## config.mk

```make
export PLATFORM = sky130hd
export DESIGN_NAME = lane_count_arbiter
export DESIGN_NICKNAME = d
export VERILOG_FILES = /design/src/rtl/lane_count_arbiter.sv
export SDC_FILE = /design/constraint.sdc
export NUM_CORES = 1
export LEC_CHECK = 0
export ABC_AREA = 1
export CORE_ASPECT_RATIO = 0.5
export CORE_MARGIN = 2
export CORE_UTILIZATION = 40
export DETAILED_ROUTE_END_ITERATION = 8
export PLACE_DENSITY = 0.66
export SLEW_MARGIN = 10
export SYNTH_ARGS = -nofsm -noshare
export SYNTH_HDL_FRONTEND = slang
export SYNTH_SLANG_ARGS = --single-unit
```

## constraint.sdc

```tcl
create_clock -name i_clk -period 9.1 [get_ports i_clk]
set_clock_uncertainty 0.2 [all_clocks]
set_input_delay 2.275 -clock i_clk [delete_from_list [all_inputs] [get_ports i_clk]]
set_output_delay 2.275 -clock i_clk [all_outputs]
set_load 0.1 [all_outputs]
```

## src/rtl/lane_count_arbiter.sv

```systemverilog
// ---------------------------------------------------------------------------
// lane_count_arbiter
//
// Multi-lane front end for the vehicle counter. Each lane's detector line is
// asynchronous to the clock. The block synchronizes it and turns each rising
// edge into a queued event in a small per-lane pending counter. Queued events
// are then granted round-robin, at most one per clock, onto a single shared
// decimal total that runs 0..MAX_COUNT and wraps to 0.
//
// Ports:
//   i_clk         system clock, all state on the rising edge
//   i_rst_n       asynchronous active-low reset, clears all state and outputs
//   i_detector    raw sensor lines, one bit per lane, asynchronous to i_clk
//   i_enable      high allows grants; low still queues edges but grants nothing
//   i_clear       synchronous clear of count, queues, flags and pointer
//   o_count       running total, 0..MAX_COUNT
//   o_inc_pulse   one-cycle pulse per granted increment
//   o_grant_lane  lane index of the most recent grant; holds between grants
//   o_wrap        one-cycle pulse when the total goes MAX_COUNT -> 0
//   o_drop        sticky per-lane flag: an edge was lost to queue saturation
//   o_busy        registered "some lane has a queued event"
// ---------------------------------------------------------------------------
module lane_count_arbiter #(
    parameter int LANES     = 4,
    parameter int PEND_W    = 3,
    parameter int MAX_COUNT = 9999
) (
    input  logic             i_clk,
    input  logic             i_rst_n,
    input  logic [LANES-1:0] i_detector,
    input  logic             i_enable,
    input  logic             i_clear,
    output logic [13:0]      o_count,
    output logic             o_inc_pulse,
    output logic [2:0]       o_grant_lane,
    output logic             o_wrap,
    output logic [LANES-1:0] o_drop,
    output logic             o_busy
);

    localparam logic [PEND_W-1:0] PEND_MAX = {PEND_W{1'b1}};
    localparam logic [13:0]       MAX_C    = 14'(MAX_COUNT);
    localparam logic [3:0]        LANES_4  = 4'(LANES);

    logic [LANES-1:0]  r_s1;
    logic [LANES-1:0]  r_s2;
    logic [LANES-1:0]  r_p;
    logic [PEND_W-1:0] r_pend [LANES];
    logic [LANES-1:0]  r_drop;
    logic [2:0]        r_ptr;
    logic [13:0]       r_count;
    logic              r_inc;
    logic [2:0]        r_grantLane;
    logic              r_wrap;
    logic              r_busy;

    logic [LANES-1:0]  w_edge;
    logic [LANES-1:0]  w_nz;
    logic [7:0]        w_nzPad;
    logic [3:0]        w_cand;
    logic              w_found;
    logic [2:0]        w_grantIdx;
    logic              w_grant;
    logic [LANES-1:0]  w_dec;
    logic [3:0]        w_ptrSum;
    logic [2:0]        w_ptrNext;

    // Two-flop synchronizer plus a previous-value flop per lane. These keep
    // running through clear so a detector held high across a clear does not
    // produce a fresh edge afterwards.
    always_ff @(posedge i_clk or negedge i_rst_n) begin
        if (!i_rst_n) begin
            r_s1 <= '0;
            r_s2 <= '0;
            r_p  <= '0;
        end else begin
            r_s1 <= i_detector;
            r_s2 <= r_s1;
            r_p  <= r_s2;
        end
    end

    assign w_edge = r_s2 & ~r_p;

    // Lanes with something queued, padded to 8 bits so a 3-bit lane index
    // can address it regardless of LANES.
    always_comb begin
        w_nzPad = '0;
        for (int i = 0; i < LANES; i++) begin
            w_nz[i] = (r_pend[i] != '0);
        end
        w_nzPad[LANES-1:0] = w_nz;
    end

    // Round-robin search: first non-empty lane at or after the pointer,
    // wrapping modulo LANES.
    always_comb begin
        w_found    = 1'b0;
        w_grantIdx = '0;
        w_cand     = '0;
        for (int k = 0; k < LANES; k++) begin
            w_cand = {1'b0, r_ptr} + 4'(k);
            if (w_cand >= LANES_4) begin
                w_cand = w_cand - LANES_4;
            end
            if (!w_found && w_nzPad[w_cand[2:0]]) begin
                w_found    = 1'b1;
                w_grantIdx = w_cand[2:0];
            end
        end
    end

    assign w_grant   = i_enable & ~i_clear & w_found;
    assign w_ptrSum  = {1'b0, w_grantIdx} + 4'd1;
    assign w_ptrNext = (w_ptrSum >= LANES_4) ? 3'd0 : w_ptrSum[2:0];

    always_comb begin
        for (int i = 0; i < LANES; i++) begin
            w_dec[i] = w_grant && (w_grantIdx == 3'(i));
        end
    end

    // Pending queues and drop flags. An edge and a grant on the same lane in
    // the same cycle cancel, so a full queue being drained never drops.
    always_ff @(posedge i_clk or negedge i_rst_n) begin
        if (!i_rst_n) begin
            for (int i = 0; i < LANES; i++) begin
                r_pend[i] <= '0;
            end
            r_drop <= '0;
        end else if (i_clear) begin
            for (int i = 0; i < LANES; i++) begin
                r_pend[i] <= '0;
            end
            r_drop <= '0;
        end else begin
            for (int i = 0; i < LANES; i++) begin
                if (w_edge[i] && !w_dec[i]) begin
                    if (r_pend[i] == PEND_MAX) begin
                        r_drop[i] <= 1'b1;
                    end else begin
                        r_pend[i] <= r_pend[i] + 1'b1;
                    end
                end else if (!w_edge[i] && w_dec[i]) begin
                    r_pend[i] <= r_pend[i] - 1'b1;
                end
            end
        end
    end

    // Shared total, grant reporting, pointer and busy. Busy is sampled from
    // the current queues, so it trails the pending counters by one cycle.
    always_ff @(posedge i_clk or negedge i_rst_n) begin
        if (!i_rst_n) begin
            r_count     <= '0;
            r_inc       <= 1'b0;
            r_grantLane <= '0;
            r_wrap      <= 1'b0;
            r_ptr       <= '0;
            r_busy      <= 1'b0;
        end else if (i_clear) begin
            r_count <= '0;
            r_inc   <= 1'b0;
            r_wrap  <= 1'b0;
            r_ptr   <= '0;
            r_busy  <= 1'b0;
        end else begin
            r_inc  <= w_grant;
            r_wrap <= 1'b0;
            r_busy <= |w_nz;
            if (w_grant) begin
                r_grantLane <= w_grantIdx;
                r_ptr       <= w_ptrNext;
                if (r_count == MAX_C) begin
                    r_count <= '0;
                    r_wrap  <= 1'b1;
                end else begin
                    r_count <= r_count + 14'd1;
                end
            end
        end
    end

    assign o_count      = r_count;
    assign o_inc_pulse  = r_inc;
    assign o_grant_lane = r_grantLane;
    assign o_wrap       = r_wrap;
    assign o_drop       = r_drop;
    assign o_busy       = r_busy;

endmodule

```

Word-level counts from Yosys, hierarchy flattened
Index checks and enable logic that the tools add are counted. Widths: inputs -> output; s select.

Reduce and logical (&&, ||, !) cells: 54. Multiply operators: 0. $add $sub $neg: 17. Div/mod/pow operators: 0. Mux-type cells: 53. Equality and inequality tests: 12. Bitwise gates (word level): 5. Shift operators: 0. Order comparisons: 9.

Operators by type and width (number): $mux 3 (23); $mux 14 (3); $reduce_bool 3->1 (8); $mux 1 (21); $reduce_and 2->1 (9); $reduce_bool 2->1 (9); $ge 4x3->1 const B (4); $lt 3x4->1 const B (4); $logic_and 1x1->1 (15); $add 14x1->14 const B (1); $eq 14x14->1 const B (1); $add 3x1->3 const B (4); $bmux 1 s3 (4); $eq 3x3->1 const B (4); $mux 12 (1); $ne 3x3->1 const B (4); $sub 3x1->3 const B (4); $sub 3x3->3 const B (4); $logic_not 1->1 (11); $add 3x1->4 const B (2); $add 3x2->4 const B (2); $eq 3x2->1 const B (2); $and 4x4->4 (1); $mux 4 (1); 7 further kinds (8).

Bits in writable memories: 0. Register bits after elaboration: 51. Memories: 0. Bits in read-only memories: 0. Latch bits: 0. Output and inout bits: 24. Word-level logic and storage cells: 167.

Depth between registers and ports, before layout
Gate-level depths: netlist of run 1.

Depth in word-level cells: 20. Depth in mapped cells: 24. Mapped depth without buffers: 23.

Least setup slack after synthesis of run 1
Ideal clock, no wire load.

Path type: input port to flip-flop. From: input i_clear. To: register r_pend[11] (netlist name). Data arrival time: 3.851 ns. Setup slack: 4.932 ns. Cell stages on the path: 14. Setup time: 0.117 ns. Cells stage by stage: buf_2 -> clkinv_1 -> nand3_4 -> inv_6 -> nand3_2 -> nand2_1 -> inv_1 -> fa_1 -> xnor2_1 -> inv_1 -> nand2_1 -> nand2_1 -> nand3_1 -> nand2_1.

Cells in the longest elaborated chain, start to end: 8.

Ends and longest elaborated chain: start: declaration (RTL line 32) `input logic i_clear,`; $not 1->1 (no source line); $and 1x1->1 (2 in a row) (RTL line 113) `assign w_grant = i_enable & ~i_clear & w_found;`; $logic_and 1x1->1 (RTL line 119) `w_dec[i] = w_grant && (w_grantIdx == 3'(i));`; $logic_not 1->1 (RTL line 138) `if (w_edge[i] && !w_dec[i]) begin`; $logic_and 1x1->1 (RTL line 138); $ne 3x3->1 (no source line), or another cell as far along; $reduce_and 2->1 (no source line) or $mux 12 (tied branches); end signal: indexed assignment (RTL line 142) `r_pend[i] <= r_pend[i] + 1'b1;`; end signal: indexed assignment (RTL line 145) `r_pend[i] <= r_pend[i] - 1'b1;`; end: declaration (RTL line 48) `logic [PEND_W-1:0] r_pend [LANES];`.

Parallel ways exist; a longest one is shown, timed or not. A chain may end at the register's enable or synchronous reset.

Worst setup path in the final report of run 1
From: input i_clear. To: register r_pend[2] (netlist name).

Same word-level chain as after synthesis.

==> metrics.cfg, run 1 <==
[outcome]
status=finished clean

[die]
rows=22
ioPinCount=32
dieWidth_um=128
design.die.area_mm2=0.00842
initial_utilization_pct=41.5
chipHeight_um=65.9
core_mm2=0.00738

[global_routing]
antenna_found_initial=0
grt_max_degree=52
first_global_vias=2300
grt.overflow.total=0
grt_pass1_wl_um=10700
grt_usage_pct=16.2

[place]
placed_area_mm2=0.00346
dp.cells=471
dp_slack_ps=3620
place.port_buffers=31
dp_hpwl_um=4490
gp_congestion=0.821

[pwr]
peakVddDrop_uv=99.9
power_density_mw_per_mm2=273
power_leakage_uw=0.00163

[worst_setup_path]
crit_path_top_delay_cell=clkdlybuf4s50_1
cp.arrival_ps=5130
critPathMaxStageDelay_ps=780
start_kind=input port
critPathLaunch=i_clear
endpoint_kind=flip-flop
crit_chain=clkdlybuf4s50_1 > clkinv_1 > nand3_4 > inv_6 > nand2_4 > nand3_4 > inv_2 > fa_1 > xor2_1 > inv_1 > nand4_1 > nand2_1 > nand3_1 > nand2_1
cp-endpoint=r_pend[2]
cp_num_buf_inv=5
r2r_cells=21
cp_max_fo=17
regToRegSetupSlack_ps=5380
r2r_end=r_pend[2]
required_ps=9080
crit_cells=14
worst-setup-path-type=in -> reg
path_delay_family=buffers and inverters
r2r-start=r_ptr[0]

[timing]
fin_tns_setup_ps=0
period_needed_ps=5150
worst-slew-pin-transition_ps=979
setup_ws_ps=3950
drv_slew=0
final_hold_viol_count=0
holdWs_ps=148
min_period_over_period_pct=56.6
rsz0062_at_grt=no
setup_viol=0
max_slew_margin_pct=34.5
max_clock_freq_mhz=194

[job]
maxCapViolCount=0

[yosys]
postSynthCellCount=348
synth_top_area_share_pct=41.7
avgSynthCellArea_um2=8.80
synth_top_area_cell=dfrtp_1
ys_seq_area_share_pct=41.7
yosysWarnings=0
synth_area_leaders=dfrtp_1 42%, nand2_1 7.4%, inv_1 5.3%, nand3_1 3.9%, nor2_1 3.7%
syn_nets=367
synth_seq_cells=51
syn_area_mm2=0.00306
ys_types=36

[clock_tree]
cts.sinks=51
cts_tree=done
postCtsSetupRepairBufs=0
htreeDepth=2
cts_buffer_depth=2
cts_hold_buf=0
ctsRootBufferMaster=clkbuf_16
clk_latency_ps=290
path_clk_slew_ps=70
cts_made_buffers=5
cts_resized=0

[detailed_routing]
ant_nets=0
drc=0
drt_iter0_markers=104
dr.pass1.iters=4
wl_per_cell_um=12.7
vias=2315
via_per_inst=4.83
wl_um=6100

[finish]
design_area_mm2=0.00362
register_area_mm2=0.00128
final_nets=401
antenna_cells=0
drive_gt1_share_pct=17.5
stdcell_count=479
nFillCells=710
multi_input_area_mm2=0.00152
synthToLayoutAreaGrowth_pct=18.1

[hold_path]
min_path_cells=0
hp-class=reg -> reg

==> synthesized netlist by cell type, drive strengths merged <==
cell type,count
nor3,7
inv,56
a21oi,4
buf,5
a31oi,1
nand3,40
clkinv,1
o21a,3
nand2,72
o22ai,9
ha,7
o21ai,14
dfrtp,51
nor4,4
o21bai,3
a22o,1
nand4,10
conb,1
xnor2,2
fa,4
nor2,40
o32ai,2
xor2,11
==> layer usage <==
metal	share of wire, %	global-route usage [%]	vias up
met5	0	0	-
met4	1.5	5.77	0
met3	2.9	3.64	8
met2	44	25.9	29
met1	51	21.7	1082
li1	-	-	1196
==> worst min path at each step <==
stage                     startpoint  endpoint  slack, ps
after floorplan              r_s1[0]   r_s2[0]        130
after global placement       r_s1[3]   r_s2[3]        130
after detailed placement     r_s1[0]   r_s2[0]        130
after CTS                    r_s1[3]   r_s2[3]        150
after global routing         r_s1[1]   r_s2[1]        170
final                        r_s1[0]   r_s2[0]        150
==> registers in the layout, indices dropped and copies added, names as in the netlist, 3 cells and up <==
name / cells
r_s2: 4
o_count: 14
o_drop: 4
r_ptr: 3
r_s1: 4
r_pend: 12
r_p: 4
o_grant_lane: 3
==> per-stage QoR <==
stage	total power [uW]	util, %
5_1_grt	1070	49.1
2_1_floorplan	703	-
3_3_place_gp	790	46.9
6_report	988	49.1
4_1_cts	1000	49.1
3_5_place_dp	796	46.9
==> cells in the final DEF (no fill, tap or decap), types with 3 or more instances in the layout <==
cell             count
a21oi_1              4
clkbuf_16            5
clkdlybuf4s50_1     30
dfrtp_1             51
fa_1                 4
ha_1                 7
inv_1               43
inv_2               11
nand2_1             60
nand2_2              8
nand2_4              4
nand3_1             24
nand3_2             10
nand3_4              6
nand4_1              9
nor2_1              30
nor2_2               6
nor2_4               4
nor3_1               5
nor4_1               4
o21a_1               3
o21ai_0              5
o21ai_1              9
o21bai_4             3
o22ai_1              9
xor2_1              11
==> power breakdown <==
part,leakage [uW],total (uW),internal [uW],switching (uW)
registers,0.000663,296,258,38.3
clock network,0.0000761,200,117,83.0
logic,0.000896,492,161,331
total,0.00163,988,536,453
==> worst register-to-register path, cell delays in order, from the launching register on <==
cell and delay (ps):
dfrtp_1 650, inv_8 100, ha_1 410, inv_1 120
nand2_2 70, nand3_4 100, nand3_2 110, nor3_2 190
nor2_4 90, inv_1 90, ha_1 150, ha_1 230
nand2_4 80, nand3_4 80, inv_2 50, fa_1 370
xor2_1 180, inv_1 60, nand4_1 90, nand2_1 60
nand3_1 70, nand2_1 70
==> cell families after synthesis <==
| kind of cell | Yosys count | synth area share [%] |
|---|---|---|
| simple gates | 173 | 32.0 |
| buf+inv | 62 | 8.62 |
| flops | 51 | 41.7 |
| compound gates | 37 | 8.41 |
| xor+xnor | 13 | 3.72 |
| fa+ha+maj | 11 | 5.47 |
| other cells | 1 | 0.122 |
==> layout make-up <==
class                           count  area share [%]
Timing Repair Buffer               32            8.64
Sequential cell                    51            35.3
Tap cell                           96            3.32
Clock buffer                        7            4.22
Clock inverter                      1           0.207
Inverter                           57            6.26
Multi-Input combinational cell    235            42.1
Power figures use the tool's default switching activity.
==> inputs of run 2 (changes only) <==
==> constraint.sdc (replaced) <==
create_clock -name i_clk -period 4.76 [get_ports i_clk]
set_clock_uncertainty 0.2 [all_clocks]
set_input_delay 1.19 -clock i_clk [delete_from_list [all_inputs] [get_ports i_clk]]
set_output_delay 1.19 -clock i_clk [all_outputs]
set_load 0.1 [all_outputs]
==> run 2 against run 1 <==
Against the previous run:
- sequential share of layout area barely moved
- clock-buffer cell count fell by 2
- via count rose by 0.60%
- final cell count rose by 0.42%
- global-route usage barely moved
- die area did not move
- routed wire length rose by 0.72%
- first-iteration DRC count fell by 13%
- setup slack got worse by 2800 ps
- sequential cell count did not move
- largest cell class unchanged
- highest routed layer unchanged
==> metrics.cfg, run 2 (synthesized netlist as in run 1, its figures left out) <==
[worst_setup_path]
path_delay_family=adder cells  ; was buffers and inverters
start_kind=flip-flop  ; was input port
cp.arrival_ps=3620  ; was 5130 ps
crit_chain=inv_8 > ha_1 > inv_1 > nand2_2 > nand3_4 > nand3_2 > nor3_2 > nor2_4 > inv_1 > ha_1 > ha_1 > nand2_4 > nand3_4 > inv_2 > fa_1 > xor2_1 > inv_1 > nand4_1 > nand2_1 > nand3_1 > nand2_1  ; was clkdlybuf4s50_1 > clkinv_1 > nand3_4 > inv_6 > nand2_4 > nand3_4 > inv_2 > fa_1 > xor2_1 > inv_1 > nand4_1 > nand2_1 > nand3_1 > nand2_1
critPathMaxStageDelay_ps=610  ; was 780 ps
cp_max_fo=11  ; was 17
crit_path_top_delay_cell=dfrtp_1  ; was clkdlybuf4s50_1
cp_num_buf_inv=5  ; unchanged
worst-setup-path-type=reg -> reg  ; was in -> reg
required_ps=4740  ; was 9080 ps
endpoint_kind=flip-flop  ; unchanged

[clock_tree]
postCtsSetupRepairBufs=0  ; unchanged
cts_resized=0  ; unchanged
ctsRootBufferMaster=clkbuf_16  ; unchanged
cts.sinks=51  ; unchanged
cts_hold_buf=0  ; unchanged
path_clk_slew_ps=60  ; was 70 ps
cts_buffer_depth=2  ; unchanged
cts_made_buffers=5  ; unchanged
htreeDepth=2  ; unchanged
cts_tree=done  ; unchanged
clk_latency_ps=290  ; about the same

[finish]
final_nets=403  ; was 401
nFillCells=709  ; was 710
fin_util_pct=49.0  ; was 49.1%
final_common_cell=nand2_1  ; unchanged
drive_gt1_share_pct=17.9  ; was 17.5%
largest_reg_flops=14  ; unchanged
multi_input_area_mm2=0.00152  ; unchanged
synthToLayoutAreaGrowth_pct=18.0  ; was 18.1%
register_area_mm2=0.00128  ; unchanged
final_cell_mix=60 x nand2_1, 51 x dfrtp_1, 43 x inv_1  ; unchanged
antenna_cells=0  ; unchanged

[timing]
max_slew_margin_pct=34.2  ; was 34.5%
final_hold_viol_count=0  ; unchanged
drv_slew=0  ; unchanged
rsz0062_at_grt=no  ; unchanged
setup_viol=0  ; unchanged
worst-slew-pin-transition_ps=983  ; was 979 ps
fin_tns_setup_ps=0  ; unchanged
max_clock_freq_mhz=275
min_period_over_period_pct=76.3
period_needed_ps=3630

[detailed_routing]
vias=2329  ; was 2315
wl_um=6150  ; was 6100 um
drc=0  ; unchanged
drt_iter0_markers=91  ; was 104
via_per_inst=4.84  ; was 4.83
dr.pass1.iters=4  ; unchanged
ant_nets=0  ; unchanged
wl_per_cell_um=12.8  ; was 12.7 um

[global_routing]
grt_pass1_wl_um=10700  ; about the same
grt_usage_pct=16.1  ; was 16.2%
grt.overflow.total=0  ; unchanged
grt_max_degree=27  ; was 52
first_global_vias=2197  ; was 2300
antenna_found_initial=0  ; unchanged

[outcome]
status=finished clean  ; unchanged

[place]
dp_hpwl_um=4630  ; was 4490 um
place.port_buffers=31  ; unchanged
gp_congestion=0.893  ; was 0.821

[die]
rows=22  ; unchanged
dieWidth_um=128  ; unchanged
design.die.area_mm2=0.00842  ; unchanged
chipHeight_um=65.9  ; unchanged
initial_utilization_pct=41.5  ; unchanged
ioPinCount=32  ; unchanged
core_mm2=0.00738  ; unchanged

[pwr]
peakVddDrop_uv=198  ; was 99.9 uV
power_leakage_uw=0.00164  ; was 0.00163 uW
power_density_mw_per_mm2=516  ; was 273 mW/mm2

[job]
maxCapViolCount=0  ; unchanged

[hold_path]
hp-class=reg -> reg  ; unchanged

run 2: area by class of cell:
cell class / instances / share of cell area [%]
multi-input cells: 235 / 42.1
flip-flops and latches: 51 / 35.3
repair buffers: 34 / 9.07
inverters: 57 / 6.27
clock buffers: 5 / 3.46
well taps: 96 / 3.32
clock inverters: 3 / 0.416
run 2: per-stage QoR:
stage               total power (uW)  hold WS [ps]  instances  area [um2]  setup slack [ps]
finish                          1860           148        481        3610              1130
global route                    2010           157        481        3610               796
CTS                             1880           150        481        3610              1120
detailed placement              1520           135        473        3470              1070
global placement                1520           133        473        3470              1110
floorplan                       1340           131        348        3060              1530
run 2: worst paths after layout:
path / from / endpoint / slack [ps] / cells after the start
min in group asynchronous: i_rst_n / o_count[9] / 690 / 1
max: r_ptr[0] / r_pend[2] / 1130 / 21
min reg2reg: r_s1[3] / r_s2[3] / 150 / 0
min: r_s1[3] / r_s2[3] / 150 / 0
max reg2reg: r_ptr[0] / r_pend[2] / 1130 / 21
max in group asynchronous: i_rst_n / r_pend[4] / 2920 / 2
run 2: power by group:
group          internal [uW]  total (uW)  switching [uW]
sequential               494         562            68.7
combinational            310         953             643
clock                    192         349             157
total                    996        1860             869
run 2: metal layers:
layer	share of wire, %	vias to the layer above	GRT usage [%]
li1	-	1202	-
met1	52	1093	23.1
met2	44	27	24.9
met3	3.0	7	3.64
met4	0.99	0	3.98
met5	0	-	0
